`config.mk`:
```
export PLATFORM = sky130hd
export DESIGN_NAME = song_sequencer
export DESIGN_NICKNAME = d
export VERILOG_FILES = /design/src/rtl/piano_pkg.sv /design/src/rtl/song_rom.sv /design/src/rtl/song_sequencer.sv
export SDC_FILE = /design/constraint.sdc
export NUM_CORES = 1
export LEC_CHECK = 0
export BUFFER_PORTS_ARGS = -buffer_cell sky130_fd_sc_hd__buf_4
export CORE_UTILIZATION = 45
export DETAILED_ROUTE_END_ITERATION = 10
export GPL_TIMING_DRIVEN = 0
export PLACE_DENSITY = 0.65
export SETUP_SLACK_MARGIN = 0.15
export SLEW_MARGIN = 10
export SYNTH_ARGS = -nofsm -noshare
export SYNTH_HDL_FRONTEND = slang
export SYNTH_SLANG_ARGS = --single-unit
```
`constraint.sdc`:
```
create_clock -name CLK -period 6.84 [get_ports CLK]
set_input_delay 0.342 -clock CLK [delete_from_list [all_inputs] [get_ports CLK]]
set_output_delay 0.342 -clock CLK [all_outputs]
set_load 0.01 [all_outputs]
```
`src/rtl/piano_pkg.sv`:
```
// piano_pkg: note codes, LED bar encoding, sequencer state type and the
// built-in song table shared by song_rom and song_sequencer.
package piano_pkg;

    localparam logic [3:0] NOTE_C5   = 4'd0;
    localparam logic [3:0] NOTE_B    = 4'd1;
    localparam logic [3:0] NOTE_A    = 4'd2;
    localparam logic [3:0] NOTE_G    = 4'd3;
    localparam logic [3:0] NOTE_F    = 4'd4;
    localparam logic [3:0] NOTE_E    = 4'd5;
    localparam logic [3:0] NOTE_D    = 4'd6;
    localparam logic [3:0] NOTE_C4   = 4'd7;
    localparam logic [3:0] NOTE_NONE = 4'd8;

    localparam logic [7:0] LED_OFF = 8'h00;
    localparam logic [7:0] LED_ALL = 8'hFF;

    typedef enum logic [1:0] {
        ST_IDLE,
        ST_LOAD,
        ST_PLAY,
        ST_PAUSE
    } seq_state_t;

    // C4 lights Led[0], C5 lights Led[7]; silence is dark, illegal codes light all.
    function automatic logic [7:0] led_pattern(input logic [3:0] code);
        logic [7:0] pat;
        if (code <= NOTE_C4)
            pat = 8'h80 >> code;
        else if (code == NOTE_NONE)
            pat = LED_OFF;
        else
            pat = LED_ALL;
        return pat;
    endfunction

    // Song table, one word per entry: {dur[3:0], note[3:0]}; dur 0 ends a song.
    function automatic logic [7:0] song_word(input int unsigned slot, input int unsigned idx);
        logic [7:0] w;
        w = {4'd0, NOTE_NONE};
        case (slot)
            0: w = {4'((idx % 3) + 1), 4'(idx % 10)};
            1: case (idx)
                   0: w = {4'd2, NOTE_C4};
                   1: w = {4'd1, NOTE_E};
                   default: ;
               endcase
            2: case (idx)
                   0: w = {4'd3, NOTE_E};
                   1: w = {4'd1, NOTE_D};
                   2: w = {4'd2, NOTE_G};
                   3: w = {4'd1, 4'd9};
                   default: ;
               endcase
            3: case (idx)
                   0: w = {4'd3, NOTE_D};
                   1: w = {4'd2, NOTE_D};
                   2: w = {4'd0, NOTE_D};
                   default: ;
               endcase
            default: ;
        endcase
        return w;
    endfunction

endpackage

```
`src/rtl/song_rom.sv`:
```
// song_rom: NUM_SONGS x SONG_DEPTH entry ROM with a registered read port.
// Contents come from the song table in piano_pkg; entry = {dur, note}.
module song_rom
    import piano_pkg::*;
#(
    parameter int NUM_SONGS  = 4,
    parameter int SONG_DEPTH = 128,
    parameter int DUR_W      = 4
) (
    input  logic                                            CLK,
    input  logic [$clog2(NUM_SONGS)+$clog2(SONG_DEPTH)-1:0] addr,
    output logic [DUR_W+3:0]                                data
);

    localparam int POS_W = $clog2(SONG_DEPTH);

    logic [7:0] word;

    // Split the address into slot and entry index and look up the table.
    always_comb word = song_word(int'(addr >> POS_W), int'(addr[POS_W-1:0]));

    // One-cycle read latency.
    always_ff @(posedge CLK) data <= {DUR_W'(word[7:4]), word[3:0]};

endmodule

```
`src/rtl/song_sequencer.sv`:
```
// song_sequencer: plays a song slot from song_rom on the note bus / LED bar,
// stepping on beat_tick, with play/stop/pause/loop controls.
// Optional REST_GAP_EN: silences the final tick of a note that is followed by
// the same note code, so repeated notes are articulated.
module song_sequencer
    import piano_pkg::*;
#(
    parameter int NUM_SONGS  = 4,
    parameter int SONG_DEPTH = 128,
    parameter int DUR_W      = 4,
    parameter int SEL_W      = 2
) (
    input  logic                          CLK,
    input  logic                          RESET_N,
    input  logic                          beat_tick,
    input  logic                          play,
    input  logic                          stop,
    input  logic                          pause,
    input  logic                          loop_en,
    input  logic [SEL_W-1:0]              song_sel,
    output logic [3:0]                    note,
    output logic [7:0]                    Led,
    output logic                          playing,
    output logic                          song_done,
    output logic [$clog2(SONG_DEPTH)-1:0] position
);

    localparam int POS_W = $clog2(SONG_DEPTH);
    localparam logic [POS_W-1:0] POS_LAST = POS_W'(SONG_DEPTH - 1);

    seq_state_t       state, state_n;
    logic             load_ph, load_ph_n;
    logic [SEL_W-1:0] sel_q, sel_n;
    logic [POS_W-1:0] pos_n, rd_pos;
    logic             wrapped, wrap_n;
    logic [DUR_W-1:0] counter, cnt_n;
    logic [DUR_W-1:0] cur_dur, dur_n;
    logic [3:0]       note_n;
    logic [7:0]       led_n;
    logic             pending, pend_n;
    logic             done_n;
    logic             tick;
    logic [DUR_W+3:0] rom_q;
    logic [DUR_W-1:0] rom_dur;
    logic [3:0]       rom_note;

    assign rom_dur  = rom_q[DUR_W+3:4];
    assign rom_note = rom_q[3:0];
    assign playing  = (state != ST_IDLE);
    assign tick     = beat_tick | pending;

`ifdef REST_GAP_EN
    logic la_ok;

    // While a note plays the ROM is pointed at the next entry for the repeat check.
    always_comb rd_pos = (state == ST_PLAY || state == ST_PAUSE) ? position + 1'b1 : position;

    // rom_q holds the look-ahead entry only from the second PLAY/PAUSE cycle on.
    always_ff @(posedge CLK or negedge RESET_N) begin
        if (!RESET_N) la_ok <= 1'b0;
        else          la_ok <= (state == ST_PLAY || state == ST_PAUSE);
    end
`else
    // The ROM always reads the current entry.
    always_comb rd_pos = position;
`endif

    song_rom #(
        .NUM_SONGS (NUM_SONGS),
        .SONG_DEPTH(SONG_DEPTH),
        .DUR_W     (DUR_W)
    ) u_rom (
        .CLK (CLK),
        .addr({sel_q, rd_pos}),
        .data(rom_q)
    );

    // State and datapath registers.
    always_ff @(posedge CLK or negedge RESET_N) begin
        if (!RESET_N) begin
            state     <= ST_IDLE;
            load_ph   <= 1'b0;
            sel_q     <= '0;
            position  <= '0;
            wrapped   <= 1'b0;
            counter   <= '0;
            cur_dur   <= '0;
            pending   <= 1'b0;
            note      <= NOTE_NONE;
            Led       <= LED_OFF;
            song_done <= 1'b0;
        end else begin
            state     <= state_n;
            load_ph   <= load_ph_n;
            sel_q     <= sel_n;
            position  <= pos_n;
            wrapped   <= wrap_n;
            counter   <= cnt_n;
            cur_dur   <= dur_n;
            pending   <= pend_n;
            note      <= note_n;
            Led       <= led_n;
            song_done <= done_n;
        end
    end

    // Next state and outputs; stop beats play, play beats everything else.
    always_comb begin
        state_n   = state;
        load_ph_n = load_ph;
        sel_n     = sel_q;
        pos_n     = position;
        wrap_n    = wrapped;
        cnt_n     = counter;
        dur_n     = cur_dur;
        pend_n    = 1'b0;
        note_n    = note;
        led_n     = Led;
        done_n    = 1'b0;

        if (stop) begin
            state_n = ST_IDLE;
            note_n  = NOTE_NONE;
            led_n   = LED_OFF;
        end else if (play) begin
            state_n   = ST_LOAD;
            load_ph_n = 1'b0;
            sel_n     = song_sel;
            pos_n     = '0;
            wrap_n    = 1'b0;
        end else begin
            case (state)
                ST_LOAD: begin
                    pend_n = pending | beat_tick;
                    if (!load_ph) begin
                        load_ph_n = 1'b1;
                    end else begin
                        load_ph_n = 1'b0;
                        if (rom_dur == '0 || wrapped) begin
                            if (loop_en) begin
                                pos_n  = '0;
                                wrap_n = 1'b0;
                            end else begin
                                state_n = ST_IDLE;
                                done_n  = 1'b1;
                                note_n  = NOTE_NONE;
                                led_n   = LED_OFF;
                                pend_n  = 1'b0;
                            end
                        end else begin
                            dur_n  = rom_dur;
                            cnt_n  = '0;
                            note_n = rom_note;
                            led_n  = led_pattern(rom_note);
                            if (pause) begin
                                state_n = ST_PAUSE;
                                pend_n  = 1'b0;
                            end else begin
                                state_n = ST_PLAY;
                            end
                        end
                    end
                end
                ST_PLAY: begin
                    if (pause) begin
                        state_n = ST_PAUSE;
                    end else if (tick) begin
                        if (counter + 1'b1 == cur_dur) begin
                            pos_n     = position + 1'b1;
                            wrap_n    = (position == POS_LAST);
                            state_n   = ST_LOAD;
                            load_ph_n = 1'b0;
                        end else begin
                            cnt_n = counter + 1'b1;
                        end
                    end
                end
                ST_PAUSE: begin
                    if (!pause) state_n = ST_PLAY;
                end
                default: ;
            endcase
        end

`ifdef REST_GAP_EN
        // Once the gap is entered note holds NONE, so comparing against note stays safe.
        if (state == ST_PLAY && state_n == ST_PLAY && la_ok &&
            cur_dur > DUR_W'(1) && counter == cur_dur - 1'b1 && rom_note == note) begin
            note_n = NOTE_NONE;
            led_n  = LED_OFF;
        end
`endif
    end

endmodule

```
Word-level counts from Yosys, hierarchy flattened
Index checks and enable logic that the tools add are counted.
Storage, ports and cells
  flip-flop bits (word level): 43
  input bits: 9
  output and inout bits: 21
  logic and storage cells: 140
Cells by class
  add/subtract/negate cells: 3
  div/mod/pow operators: 2
  $lt $le $gt $ge: 1
  equal/unequal tests: 30
  shift-type cells: 1
  muxes and demuxes: 70
  bitwise operators: 4
  reductions and logical operators: 17
Operators with widths (count)
  $mux W8: 8
  $mux W7: 7
  $mux W4: 11
  $logic_not A32 Y1: 1
  $mod A7 B2 Y32 const B: 1
  $mod A7 B4 Y32 const B: 1
  $pmux W8 S4: 1
  $mux W1: 26
  $pmux W6 S4: 1
  $ne A3 B3 Y1 const B: 7
  $mux W2: 9
  $pmux W6 S3: 1
  $reduce_and A8 Y1: 2
  $ne A5 B5 Y1 const B: 3
  $eq A7 B2 Y1 const B: 2
  $pmux W7 S2: 1
  $pmux W6 S2: 1
  $ne A2 B2 Y1 const B: 5
  $reduce_and A5 Y1: 2
  $add A4 B1 Y4 const B: 2
  $eq A2 B2 Y1 const B: 4
  $ne A4 B4 Y1 const B: 2
  $pmux W4 S2: 1
  $reduce_bool A2 Y1: 4
  21 further kinds: 25

Logic depth before layout (Yosys ltp)
  word-level depth: 8
  mapped depth: 25
  mapped depth without buffers: 22

Hierarchy
Synthesis repeated with hierarchy kept, for this count alone.
Unflattened totals
  cells, all modules: 408
  area total of the unflattened synthesis: 3517.1 µm²
By module, submodules not included
  song_sequencer: times used 1, cells each 209, area an instance 2016.9 µm², sequential area each 877.1 µm²
  song_rom: times used 1, cells each 199, area an instance 1500.2 µm², sequential area each 160.2 µm²

Worst setup path after synthesis
No wires, ideal clock.
  kind: register to register
  start: register position[5]
  end: register u_rom.data[6]
  setup time: 69 ps
  data arrival time: 4826 ps
  required time: 6771 ps
  slack: 1946 ps
  stages on the path, launching flop included: 26
  buffers on the path: 3
  clock period less this slack: 4894 ps
  path through: dfrtp_1 buf_2 buf_1 clkbuf_1 ha_1 nand2b_1 a211oi_1 o211ai_2 o21ai_1 ha_1 a21oi_2 xnor2_1 ha_1 nor3_1 o31ai_1 nor3_1 a2bb2oi_4 nor2_4 mux2_1 ha_1 inv_1 nand2_1 a211oi_1 a211oi_1 nand2b_1 o21ai_1
Between the ends
  longest elaborated chain between the ends: 3
RTL lines
  start: declaration: RTL line song_sequencer.sv:25  | output logic [$clog2(SONG_DEPTH)-1:0] position
  start signal: assignment: RTL line song_sequencer.sv:96  | position <= pos_n;
  $mod A7 B2 Y32: RTL line piano_pkg.sv:42  | 0: w = {4'((idx % 3) + 1), 4'(idx % 10)};
  $add A4 B1 Y4: RTL line piano_pkg.sv:42
  $pmux W8 S4: RTL line piano_pkg.sv:41  | case (slot)
  named net u_rom.word[6]: RTL line song_rom.sv:17  | logic [7:0] word;
  end signal: assignment: RTL line song_rom.sv:23  | always_ff @(posedge CLK) data <= {DUR_W'(word[7:4]), word[3:0]};
  end: declaration: RTL line song_rom.sv:12  | output logic [DUR_W+3:0] data
The timed path passes the listed nets, and every way through them passes these cells.
A chain may end at the register's enable or synchronous reset.

Worst setup path after layout
Same ends and word-level chain as after synthesis.

==> metrics.md <==
| Metric | Value |
|---|---|
| Crit path top cell by count | `ha_1` |
| Combinational Power Share | `roughly 24%` |
| Core area | `7730 µm²` |
| Yosys top cell area share | `between 20% and 30%` |
| CP Max Fanout | `10` |
| Max-cap violations | `0` |
| Hold_buf cts | `0` |
| Synth Area in XOR/XNOR | `3.37%` |
| Hold Path Class | `input pin to async pin` |
| Gpl congestion | `0.896` |
| CTS sink cnt | `43` |
| Layout filler cell count | `739` |
| Peak supply drop | `0.0000950 V` |
| Asr flop ratio synth | `81.4%` |
| Critical path class | `flip-flop to flip-flop` |
| Worst hold slack | `-19.6 ps` |
| Layout cell share with drive strength beyond 1 | `between 10% and 20%` |
| Die Span X | `roughly 91 µm` |
| Via count | `3343` |
| Num ports | `30` |
| Worst Path Required | `7070 ps` |
| Initial antenna violation count | `0` |
| Most frequent cells in the layout | `o21ai_0, dfrtp_1, buf_4, nor2_1, nand2_1` |
| Busiest layer in global routing | `met2` |
| Post-route cell area | `4050 µm²` |
| Number of synthesized register bits | `43` |
| CP endpoint kind | `flip-flop` |
| Largest cells by area after synthesis | `dfrtp_1, o21ai_0, ha_1` |
| Cell area after synthesis | `3600 µm²` |
| Detailed Place HPWL | `6760 µm` |
| FMAX | `175 MHz` |
| GRT Residual Overflow | `0` |
| Synth Area per Inst | `8.46 µm²` |
| Pin count of the biggest net entering global routing | `36` |
| Dpl cell area | `slightly below 4000 µm²` |
| Met3 Usage GRT | `2.60%` |
| Die H | `91.5 µm` |
| NetSw | `212 µW` |
| Row count | `32` |
| Clk_skew | `6.00 ps` |
| Postcts setup bufs | `0` |
| Main combinational cell family by area after synthesis | `compound AO/OA/AOI/OAI gates` |
| CTS resizes | `0` |
| Clock slew at reported path FFs | `90 ps` |
| Pins over their slew limit | `0` |
| Status | `finished with violations` |
| Met1 Use GR | `30.1%` |
| Total Routing Usage GR | `21.8%` |
| Setup TNS Final | `0 ps` |
| Die Area | `between 8000 and 9000 µm²` |
| Slowest CP cell | `dfrtp_1` |
| Fin worst setup slack | `1140 ps` |
| N_diodes | `0` |
| Root Driver | `clkbuf_8` |
| Critical Path Start Type | `flip-flop` |
| DR vias/cell | `just under 6` |
| Number of global-route vias before repair | `around 3.1k` |
| Relative slew slack | `41.4%` |
| P per Cell Area | `164 nW/µm²` |
| Violated checks | `negative hold slack` |
| GR Util met2 | `a little over a third` |
| Routed Antenna Nets | `0` |
| Synth Flop Type | `dfrtp_1` |
| Synth Instances | `426` |
| CTS tree | `done` |
| Sw frac | `31.9%` |
| Number of flops mapped to enable cells by yosys | `0` |
| Number of buffers created by CTS | `5` |
| NumNets Final | `485` |
| Seq pwr share | `47.9%` |
| Clk network pwr share | `27.8%` |
| Post-route total power | `663 µW` |
| First-pass DRT Iterations | `4` |
| Mux cell area share after synthesis | `4.90%` |
| Crit-path max cell delay | `530 ps` |
| Dpl ws | `1200 ps` |
| Count of final setup violators | `0` |
| Warnings, synthesis | `0` |
| Simple-gate area share of the yosys netlist | `about a fifth` |
| Sequential area share after synthesis | `between 20% and 30%` |
| Initial Util | `46.6%` |
| H-tree depth | `2` |
| Routed wire per std cell | `15.7 µm` |
| Post-Syn Nets | `450` |
| First-pass GRT wire length | `14900 µm` |
| Compound-Gate Fraction of Synth Area | `29.6%` |
| Later-pin clock latency in the skew report | `300 ps` |
| Worst endpoint data arrival time | `slightly below 6000 ps` |
| Minimum clock period | `around 5700 ps` |
| Largest area contributor in the netlist | `dfrtp_1` |
| P&R area growth vs syn | `12.4%` |
| Pleak | `1.75 nW` |
| IO buf count | `28` |
| Internal Pwr Total | `451 µW` |
| Most common cell after layout, fill and taps aside | `o21ai_0` |
| Hold Vio Cnt, Final | `34` |
| # DRC | `0` |
| RSZ-0062 raised after global routing | `no` |
| Final worst path period share | `approximately 83%` |
| Drt initial violations | `245` |
| Tightest Pin Transition | `879 ps` |
| Total wire length | `just under 9000 µm` |
| Max clock buf depth | `2` |
| Adder-Cell Fraction of Synth Area | `5.52%` |
| Distinct cell type count after synthesis | `just under 90` |
==> path summary, 6_finish.rpt <==
check | from | to | slack [ps] | depth (start not counted)
min reg2reg | wrapped$_DFFE_PN0P_ | wrapped$_DFFE_PN0P_ | 490 | 2
max reg2reg | position[5]$_DFFE_PN0P_ | u_rom.data[6]$_DFF_P_ | 1140 | 25
max | position[5]$_DFFE_PN0P_ | u_rom.data[6]$_DFF_P_ | 1140 | 25
max in group asynchronous | RESET_N | note[3]$_DFFE_PN1P_ | 6510 | 1
min | RESET_N | position[5]$_DFFE_PN0P_ | -20 | 1
min in group CLK | loop_en | song_done$_DFF_PN0_ | 200 | 2
==> power groups by stage <==
stage          Combinational, mW  Clock (mW)  Sequential (mW)
6_report                   0.161       0.185            0.317
5_1_grt                    0.183       0.198            0.323
4_1_cts                    0.162       0.189            0.318
3_5_place_dp               0.162           0            0.323
3_3_place_gp               0.158           0            0.321
2_1_floorplan              0.115           0            0.316
==> synthesized netlist by cell type, types with 5 or more instances <==
cell type,count
nor2b_1,7
xnor2_1,10
nand3b_1,6
nand2b_1,9
o41ai_1,5
nand3_1,11
mux2i_1,6
dfxtp_1,8
mux2_2,8
ha_1,15
dfrtp_1,34
nor3_1,9
a211oi_1,6
nand2_1,28
o21a_1,5
o211ai_1,6
a21o_1,6
o31ai_1,8
a21oi_1,21
o21ai_0,39
and2_1,5
clkbuf_1,14
inv_1,26
nor2_1,29
==> cell families (layout without fill, tap and decap cells) <==
logic type / count (synthesis) / after routing
AND/OR/NAND/NOR: 136 / 136
AO/OA/AOI/OAI: 147 / 147
adder cells (fa/ha/maj): 16 / 16
XOR/XNOR: 13 / 13
multiplexers: 16 / 16
buffers and inverters: 55 / 91
flip-flops: 43 / 43
==> metrics by stage <==
| step | util, % | instances |
|---|---|---|
| after CTS | 52.4 | 564 |
| after floorplan | - | 426 |
| final | 52.4 | 564 |
| after detailed placement | 51.0 | 556 |
| after global placement | 51.0 | 556 |
| after global routing | 52.4 | 564 |
==> final cells by class <==
type | instances | area [µm²] | share of cell area (%)
multi-input combinational | 328 | 2310 | 57.1
sequential | 43 | 1040 | 25.6
timing repair buffer | 28 | 210 | 5.19
buffer | 29 | 155 | 3.83
tap | 102 | 128 | 3.15
inverter | 26 | 97.6 | 2.41
clock buffer | 6 | 93.8 | 2.32
clock inverter | 2 | 13.8 | 0.340
==> sequential cells by signal, indices dropped and copies added, names as in the netlist <==
register	count
wrapped	1
Led	8
counter	4
load_ph	1
cur_dur	4
note	4
u_rom.data	8
sel_q	2
state	2
pending	1
song_done	1
position	7
==> layer usage <==
layer / vias up / wire length (µm)
met4: 0 / 80
met2: 72 / 4230
met1: 1613 / 4190
met5: - / 0
met3: 6 / 337
li1: 1652 / -
==> critical path, delay by kind of cell (launching register included) <==
kind / cells / cell delay (ps)
buffers and inverters: 4 / 880
muxes: 1 / 330
DFF: 1 / 530
adders and majority gates: 4 / 1130
xor gates and xnor gates: 1 / 160
and+or+nand+nor: 6 / 1030
AOI/OAI and AO/OA: 9 / 1560
Power figures use the tool's default switching activity.
